`src/rtl/hazard_ctrl_pkg.sv`:
```
`default_nettype none
// ============================================================================
// Module      : hazard_ctrl_pkg
// Description : Shared constants and FSM state type for the pipeline hazard
//               and sequencing controller.
// Revision    : 1.0 - initial release
// ============================================================================
package hazard_ctrl_pkg;

  // Core-wide widths (register file address and datapath width).
  localparam int REG_ADDR_WIDTH = 5;
  localparam int XLEN           = 32;

  // Controller sequencing states.
  typedef enum logic [0:0] {
    HZ_RUN      = 1'b0,
    HZ_MEM_WAIT = 1'b1
  } hz_state_e;

endpackage : hazard_ctrl_pkg
`default_nettype wire

```
`src/rtl/hazard_cmp.sv`:
```
`default_nettype none
// ============================================================================
// Module      : hazard_cmp
// Description : Combinational source/destination register match. Flags a hit
//               when a writing (or loading) producer's rd equals either used
//               source operand; x0 never produces a hit.
// Revision    : 1.0 - initial release
// ============================================================================
module hazard_cmp
  import hazard_ctrl_pkg::*;
#(
  parameter int ADDR_W = REG_ADDR_WIDTH
) (
  input  logic [ADDR_W-1:0] rd_addr_i,
  input  logic              rd_we_i,
  input  logic [ADDR_W-1:0] rs1_addr_i,
  input  logic              rs1_used_i,
  input  logic [ADDR_W-1:0] rs2_addr_i,
  input  logic              rs2_used_i,
  output logic              hit_o
);

  // x0 is hardwired to zero, so a write to it can never be a dependency.
  always_comb begin
    hit_o = 1'b0;
    if (rd_we_i && (rd_addr_i != '0)) begin
      hit_o = (rs1_used_i && (rs1_addr_i == rd_addr_i)) ||
              (rs2_used_i && (rs2_addr_i == rd_addr_i));
    end
  end

endmodule : hazard_cmp
`default_nettype wire

```
`src/rtl/hazard_ctrl.sv`:
```
`default_nettype none
// ============================================================================
// Module      : hazard_ctrl
// Description : Stall/flush/bubble controller for the 5-stage pipeline.
//               Freezes the pipe on a pending data-memory access, inserts a
//               bubble on load-use and decode-branch operand hazards, flushes
//               IF/ID on a decode-resolved redirect, and keeps saturating
//               stall/flush performance counters.
// Revision    : 1.0 - initial release
// ============================================================================
module hazard_ctrl #(
  parameter int REG_ADDR_WIDTH = 5,
  parameter int CNT_WIDTH      = 32,
  parameter int MEM_TIMEOUT    = 255
) (
  input  logic                      clk,
  input  logic                      rst,
  input  logic                      id_valid_i,
  input  logic [REG_ADDR_WIDTH-1:0] id_rs1_addr_i,
  input  logic [REG_ADDR_WIDTH-1:0] id_rs2_addr_i,
  input  logic                      id_rs1_used_i,
  input  logic                      id_rs2_used_i,
  input  logic                      id_is_branch_i,
  input  logic                      id_redirect_i,
  input  logic [REG_ADDR_WIDTH-1:0] ex_rd_addr_i,
  input  logic                      ex_reg_write_en_i,
  input  logic                      ex_mem_read_i,
  input  logic [REG_ADDR_WIDTH-1:0] mem_rd_addr_i,
  input  logic                      mem_mem_read_i,
  input  logic                      dmem_req_i,
  input  logic                      dmem_ready_i,
  output logic                      pc_stall_o,
  output logic                      if_id_stall_o,
  output logic                      if_id_flush_o,
  output logic                      id_ex_stall_o,
  output logic                      id_ex_flush_o,
  output logic                      ex_mem_stall_o,
  output logic                      mem_wb_flush_o,
  output logic                      mem_timeout_o,
  output logic [CNT_WIDTH-1:0]      stall_cycles_o,
  output logic [CNT_WIDTH-1:0]      flush_count_o
);

  import hazard_ctrl_pkg::*;

  // Wide enough to hold MEM_TIMEOUT itself.
  localparam int TW = $clog2(MEM_TIMEOUT + 1);

  hz_state_e            state_q, state_d;
  logic [TW-1:0]        tmo_cnt_q, tmo_cnt_d;
  logic                 mem_timeout_q;
  logic [CNT_WIDTH-1:0] stall_cycles_q;
  logic [CNT_WIDTH-1:0] flush_count_q;

  logic w_ex_load_cmp, w_ex_wr_cmp, w_mem_load_cmp;
  logic w_hazard;
  logic w_tmo_set;
  logic w_flush_inc;

  hazard_cmp #(.ADDR_W(REG_ADDR_WIDTH)) u_cmp_ex_load (
    .rd_addr_i (ex_rd_addr_i),  .rd_we_i    (ex_mem_read_i),
    .rs1_addr_i(id_rs1_addr_i), .rs1_used_i (id_rs1_used_i),
    .rs2_addr_i(id_rs2_addr_i), .rs2_used_i (id_rs2_used_i),
    .hit_o     (w_ex_load_cmp)
  );

  hazard_cmp #(.ADDR_W(REG_ADDR_WIDTH)) u_cmp_br_ex (
    .rd_addr_i (ex_rd_addr_i),  .rd_we_i    (ex_reg_write_en_i),
    .rs1_addr_i(id_rs1_addr_i), .rs1_used_i (id_rs1_used_i),
    .rs2_addr_i(id_rs2_addr_i), .rs2_used_i (id_rs2_used_i),
    .hit_o     (w_ex_wr_cmp)
  );

  hazard_cmp #(.ADDR_W(REG_ADDR_WIDTH)) u_cmp_br_mem (
    .rd_addr_i (mem_rd_addr_i), .rd_we_i    (mem_mem_read_i),
    .rs1_addr_i(id_rs1_addr_i), .rs1_used_i (id_rs1_used_i),
    .rs2_addr_i(id_rs2_addr_i), .rs2_used_i (id_rs2_used_i),
    .hit_o     (w_mem_load_cmp)
  );

  // Only a real decode instruction can create a hazard; branch hits matter
  // because the branch compare reads its operands in decode.
  assign w_hazard = id_valid_i &&
                    (w_ex_load_cmp ||
                     (id_is_branch_i && w_ex_wr_cmp) ||
                     (id_is_branch_i && w_mem_load_cmp));

  // Next state and pipeline controls: freeze beats hazard beats redirect.
  always_comb begin
    state_d        = state_q;
    tmo_cnt_d      = tmo_cnt_q;
    w_tmo_set      = 1'b0;
    w_flush_inc    = 1'b0;
    pc_stall_o     = 1'b0;
    if_id_stall_o  = 1'b0;
    if_id_flush_o  = 1'b0;
    id_ex_stall_o  = 1'b0;
    id_ex_flush_o  = 1'b0;
    ex_mem_stall_o = 1'b0;
    mem_wb_flush_o = 1'b0;
    case (state_q)
      HZ_RUN: begin
        if (dmem_req_i && !dmem_ready_i) begin
          pc_stall_o     = 1'b1;
          if_id_stall_o  = 1'b1;
          id_ex_stall_o  = 1'b1;
          ex_mem_stall_o = 1'b1;
          mem_wb_flush_o = 1'b1;
          state_d        = HZ_MEM_WAIT;
          tmo_cnt_d      = '0;
        end else if (w_hazard) begin
          // Redirect is dropped: it was resolved from stale operands.
          pc_stall_o    = 1'b1;
          if_id_stall_o = 1'b1;
          id_ex_flush_o = 1'b1;
        end else if (id_redirect_i) begin
          if_id_flush_o = 1'b1;
          w_flush_inc   = 1'b1;
        end
      end
      HZ_MEM_WAIT: begin
        pc_stall_o     = 1'b1;
        if_id_stall_o  = 1'b1;
        id_ex_stall_o  = 1'b1;
        ex_mem_stall_o = 1'b1;
        mem_wb_flush_o = 1'b1;
        tmo_cnt_d      = tmo_cnt_q + TW'(1);
        if (dmem_ready_i) begin
          state_d = HZ_RUN;
        end else if (tmo_cnt_d == TW'(MEM_TIMEOUT)) begin
          w_tmo_set = 1'b1;
          state_d   = HZ_RUN;
        end
      end
      default: begin
        state_d = HZ_RUN;
      end
    endcase
  end

  // FSM, timeout timer, sticky error flag and saturating counters.
  always_ff @(posedge clk) begin
    if (rst) begin
      state_q        <= HZ_RUN;
      tmo_cnt_q      <= '0;
      mem_timeout_q  <= 1'b0;
      stall_cycles_q <= '0;
      flush_count_q  <= '0;
    end else begin
      state_q   <= state_d;
      tmo_cnt_q <= tmo_cnt_d;
      if (w_tmo_set) begin
        mem_timeout_q <= 1'b1;
      end
      if (pc_stall_o && (stall_cycles_q != '1)) begin
        stall_cycles_q <= stall_cycles_q + CNT_WIDTH'(1);
      end
      if (w_flush_inc && (flush_count_q != '1)) begin
        flush_count_q <= flush_count_q + CNT_WIDTH'(1);
      end
    end
  end

  assign mem_timeout_o  = mem_timeout_q;
  assign stall_cycles_o = stall_cycles_q;
  assign flush_count_o  = flush_count_q;

endmodule : hazard_ctrl
`default_nettype wire

```
`config.mk`:
```
export PLATFORM = sky130hd
export DESIGN_NAME = hazard_ctrl
export DESIGN_NICKNAME = d
export VERILOG_FILES = /design/src/rtl/hazard_ctrl_pkg.sv /design/src/rtl/hazard_cmp.sv /design/src/rtl/hazard_ctrl.sv
export SDC_FILE = /design/constraint.sdc
export NUM_CORES = 1
export LEC_CHECK = 0
export CAP_MARGIN = 20
export CELL_PAD_IN_SITES_DETAIL_PLACEMENT = 1
export CELL_PAD_IN_SITES_GLOBAL_PLACEMENT = 2
export CORE_ASPECT_RATIO = 0.75
export CORE_MARGIN = 2
export CORE_UTILIZATION = 31
export DETAILED_ROUTE_END_ITERATION = 8
export GPL_TIMING_DRIVEN = 0
export PLACE_DENSITY_LB_ADDON = 0.3
export SYNTH_ARGS = -nofsm -noshare
export SYNTH_HDL_FRONTEND = slang
export SYNTH_HIERARCHICAL = 1
export SYNTH_SLANG_ARGS = --single-unit
```
`constraint.sdc`:
```
create_clock -name clk -period 6 [get_ports clk]
set_clock_uncertainty 0.1 [all_clocks]
set_input_delay 1.2 -clock clk [delete_from_list [all_inputs] [get_ports clk]]
set_output_delay 1.2 -clock clk [all_outputs]
set_load 0.1 [all_outputs]
```
==> flow_summary.ini <==
[status]
status = finished, final reports clean

[power]
p_leak_nw = 1.885
irDropWorstVdd_v = 0.0001327
power.density_mw_per_mm2 = 212.3

[timing]
rsz0062_at_grt = no
hold_viol = 0
fin_crit_sh = 0.9757
fin_crit_ns = 5.854
finalSetupViolCount = 0
maxSlewHeadroom = 0.3300
fmax_mhz = 170.8
worstMarginPinSlew_ns = 1.002
setup_tns_ns = 0
worst_slack_ns = 0.1456
slew_viol_final = 0

[floorplanning]
die-area_mm2 = 0.01393
die_h_um = 102.7
core_mm2 = 0.01284
start_util = 0.3137
fp.dieW_um = 135.6
ioPinCount = 104
num_rows = 36

[synth]
synth_xor_area_frac = 0.1914
ys_seq_area_frac = 0.3678
synthFlopType = dfxtp_1
synthAdderAreaFrac = 0.01243
synth_simple_gate_area_frac = 0.3383
syn_avg_cell_area_um2 = 8.426
async_reset_ff_frac = 0
synth_area_mm2 = 0.004028
synth_mux_area_frac = 0.007456
synth_warnings = 6
syn_nets = 514
synth_edf_count = 0
synth_compound_area_frac = 0.05902
ys_types = 48
syn_inst = 478
synth_seq_cells = 74
synth_top_family_by_area = simple AND/OR/NAND/NOR gates

[cells_and_area]
drive_gt1_frac = 0.06050
area_delta_synth_final_pct = 37.96
nets = 627
fillCellCount = 1522
antenna_cells = 0

[route]
dr.pass1.iters = 4
drtIter0Drc = 152
final_antenna_net_count = 0
drc = 0
wl_per_cell_um = 15.48
wl_um = 11860
viasPerCell = 5.022
vias = 3847

[clocking]
cts_made_buffers = 9
clk_pin_slew_ns = 0.06
clk_path_buf_depth = 2
ctsHoldBuffers = 0
h-tree-depth = 3
cts_tree = yes
cts-root-buf = clkbuf_16
clk_latency_ns = 0.33
clock-sinks = 74

[grt]
grt_pass1_vias = 3736
grt_use_total = 0.1723
grt_antenna_before_repair = 0
grt_max_degree = 14
overflow = 0
grt_pass1_wl_um = 19200

[critical_path]
required_ns = 4.70
startpoint_type = primary input
cp.arrival_ns = 4.55
critPathKind = primary input to output port
endpoint_kind = output port
crit_path_max_fanout = 7

[run]
drv_cap = 0

[placement]
gp_congestion = 0.8270
dp_hpwl_um = 9067
numPortBuffers = 102
dp_slack_ns = 0.05736

[hold_path]
hp-class = flop to flop
[worst max-delay path: stages]
cell and delay [ns]:
clkdlybuf4s50_1 0.66, xor2_1 0.14, nor4_2 0.30, nand3_1 0.16, a21oi_1 0.22, o21ai_0 0.16, o211a_1 0.36, inv_1 0.18
clkdlybuf4s50_1 1.15
[report_power, final]
group          internal [mW]  total (mW)  switching (mW)
combinational         0.0496       0.145          0.0952
clock                  0.320       0.535           0.215
sequential             0.495       0.499         0.00450
[per-stage QoR]
step                      hold slack [ns]  total power [mW]    util  instances  instance area (um2)
final                              0.3699             1.180  0.4328        766                 5557
after global routing               0.3824             1.226  0.4328        766                 5557
after CTS                          0.3714             1.196  0.4327        766                 5554
after detailed placement           0.3635            0.6562  0.4099        751                 5263
after global placement             0.3552            0.6535  0.4099        751                 5263
after floorplan                    0.3488            0.6013       -        478                 4028
[Yosys cell counts (3+ instances only)]
library cell	instances	area, um2
nor2_1	73	274.0
xnor2_1	29	254.0
and3_1	10	62.56
nand3_1	32	160.2
nor4_1	14	87.58
inv_1	7	26.28
o21ai_0	10	50.05
and2_1	4	25.02
clkbuf_1	8	30.03
nand4_1	29	181.4
nand4_2	3	37.54
dfxtp_1	74	1481
nor3_1	8	40.04
buf_4	4	30.03
nand2_1	32	120.1
ha_1	4	50.05
a31oi_1	3	18.77
o21ai_1	3	15.01
and4_1	8	70.07
mux2i_1	3	30.03
or3_1	6	37.54
xor2_1	59	516.8
nor4b_1	6	52.55
a21oi_1	15	75.07
nor4_2	4	50.05
or4_1	3	22.52
[state kept, by name (all words and copies together) (netlist names)]
register / cells
flush_count_o: 32
stall_cycles_o: 32
tmo_cnt_q: 8
mem_timeout_o: 1
state_q: 1
[area by class of cell]
cell class	count	area, um2	share of cell area
Tap cell	171	214.0	0.03850
Buffer	13	65.06	0.01171
Clock inverter	6	66.31	0.01193
Timing Repair Buffer	102	1023	0.1842
Sequential cell	74	1481	0.2666
Clock buffer	9	225.2	0.04053
Multi-Input combinational cell	383	2451	0.4411
Inverter	8	30.03	0.005404
[cell families after synthesis]
logic type	count (synthesis)
buf+inv	21
compound gates	40
xor+xnor	88
simple gates	248
mux	3
fa+ha+maj	4
flops	74
[per-layer routing]
metal	share of wire	GRT usage
met4	0.0083	0.03526
met5	0	0
met2	0.45	0.2653
met1	0.51	0.2482
met3	0.035	0.03835
[cells in the final DEF (no fill, tap or decap), types with 14 or more instances in the layout]
| cell | Yosys | final |
|---|---|---|
| nor4_1 | 14 | 14 |
| nand4_1 | 29 | 29 |
| nor2_1 | 73 | 73 |
| xor2_1 | 59 | 59 |
| dfxtp_1 | 74 | 74 |
| a21oi_1 | 15 | 15 |
| nand2_1 | 32 | 32 |
| clkdlybuf4s50_1 | 0 | 101 |
| nand3_1 | 32 | 32 |
| xnor2_1 | 29 | 29 |
[path summary, 6_finish.rpt]
| check | to | cells after the start | startpoint | slack (ns) |
|---|---|---|---|---|
| max | if_id_stall_o | 9 | ex_rd_addr_i[3] | 0.15 |
| min reg2reg | tmo_cnt_q[7] | 2 | tmo_cnt_q[7] | 0.37 |
| max reg2reg | stall_cycles_o[20] | 7 | stall_cycles_o[1] | 3.43 |
| min | tmo_cnt_q[7] | 2 | tmo_cnt_q[7] | 0.37 |
[what timing repair did]
action                     4_1_cts  5_1_grt
resized for setup                0        1
setup endpoints to repair        0        1
buffers inserted                 0        0
Note: power is estimated with default switching activity, not from simulation.
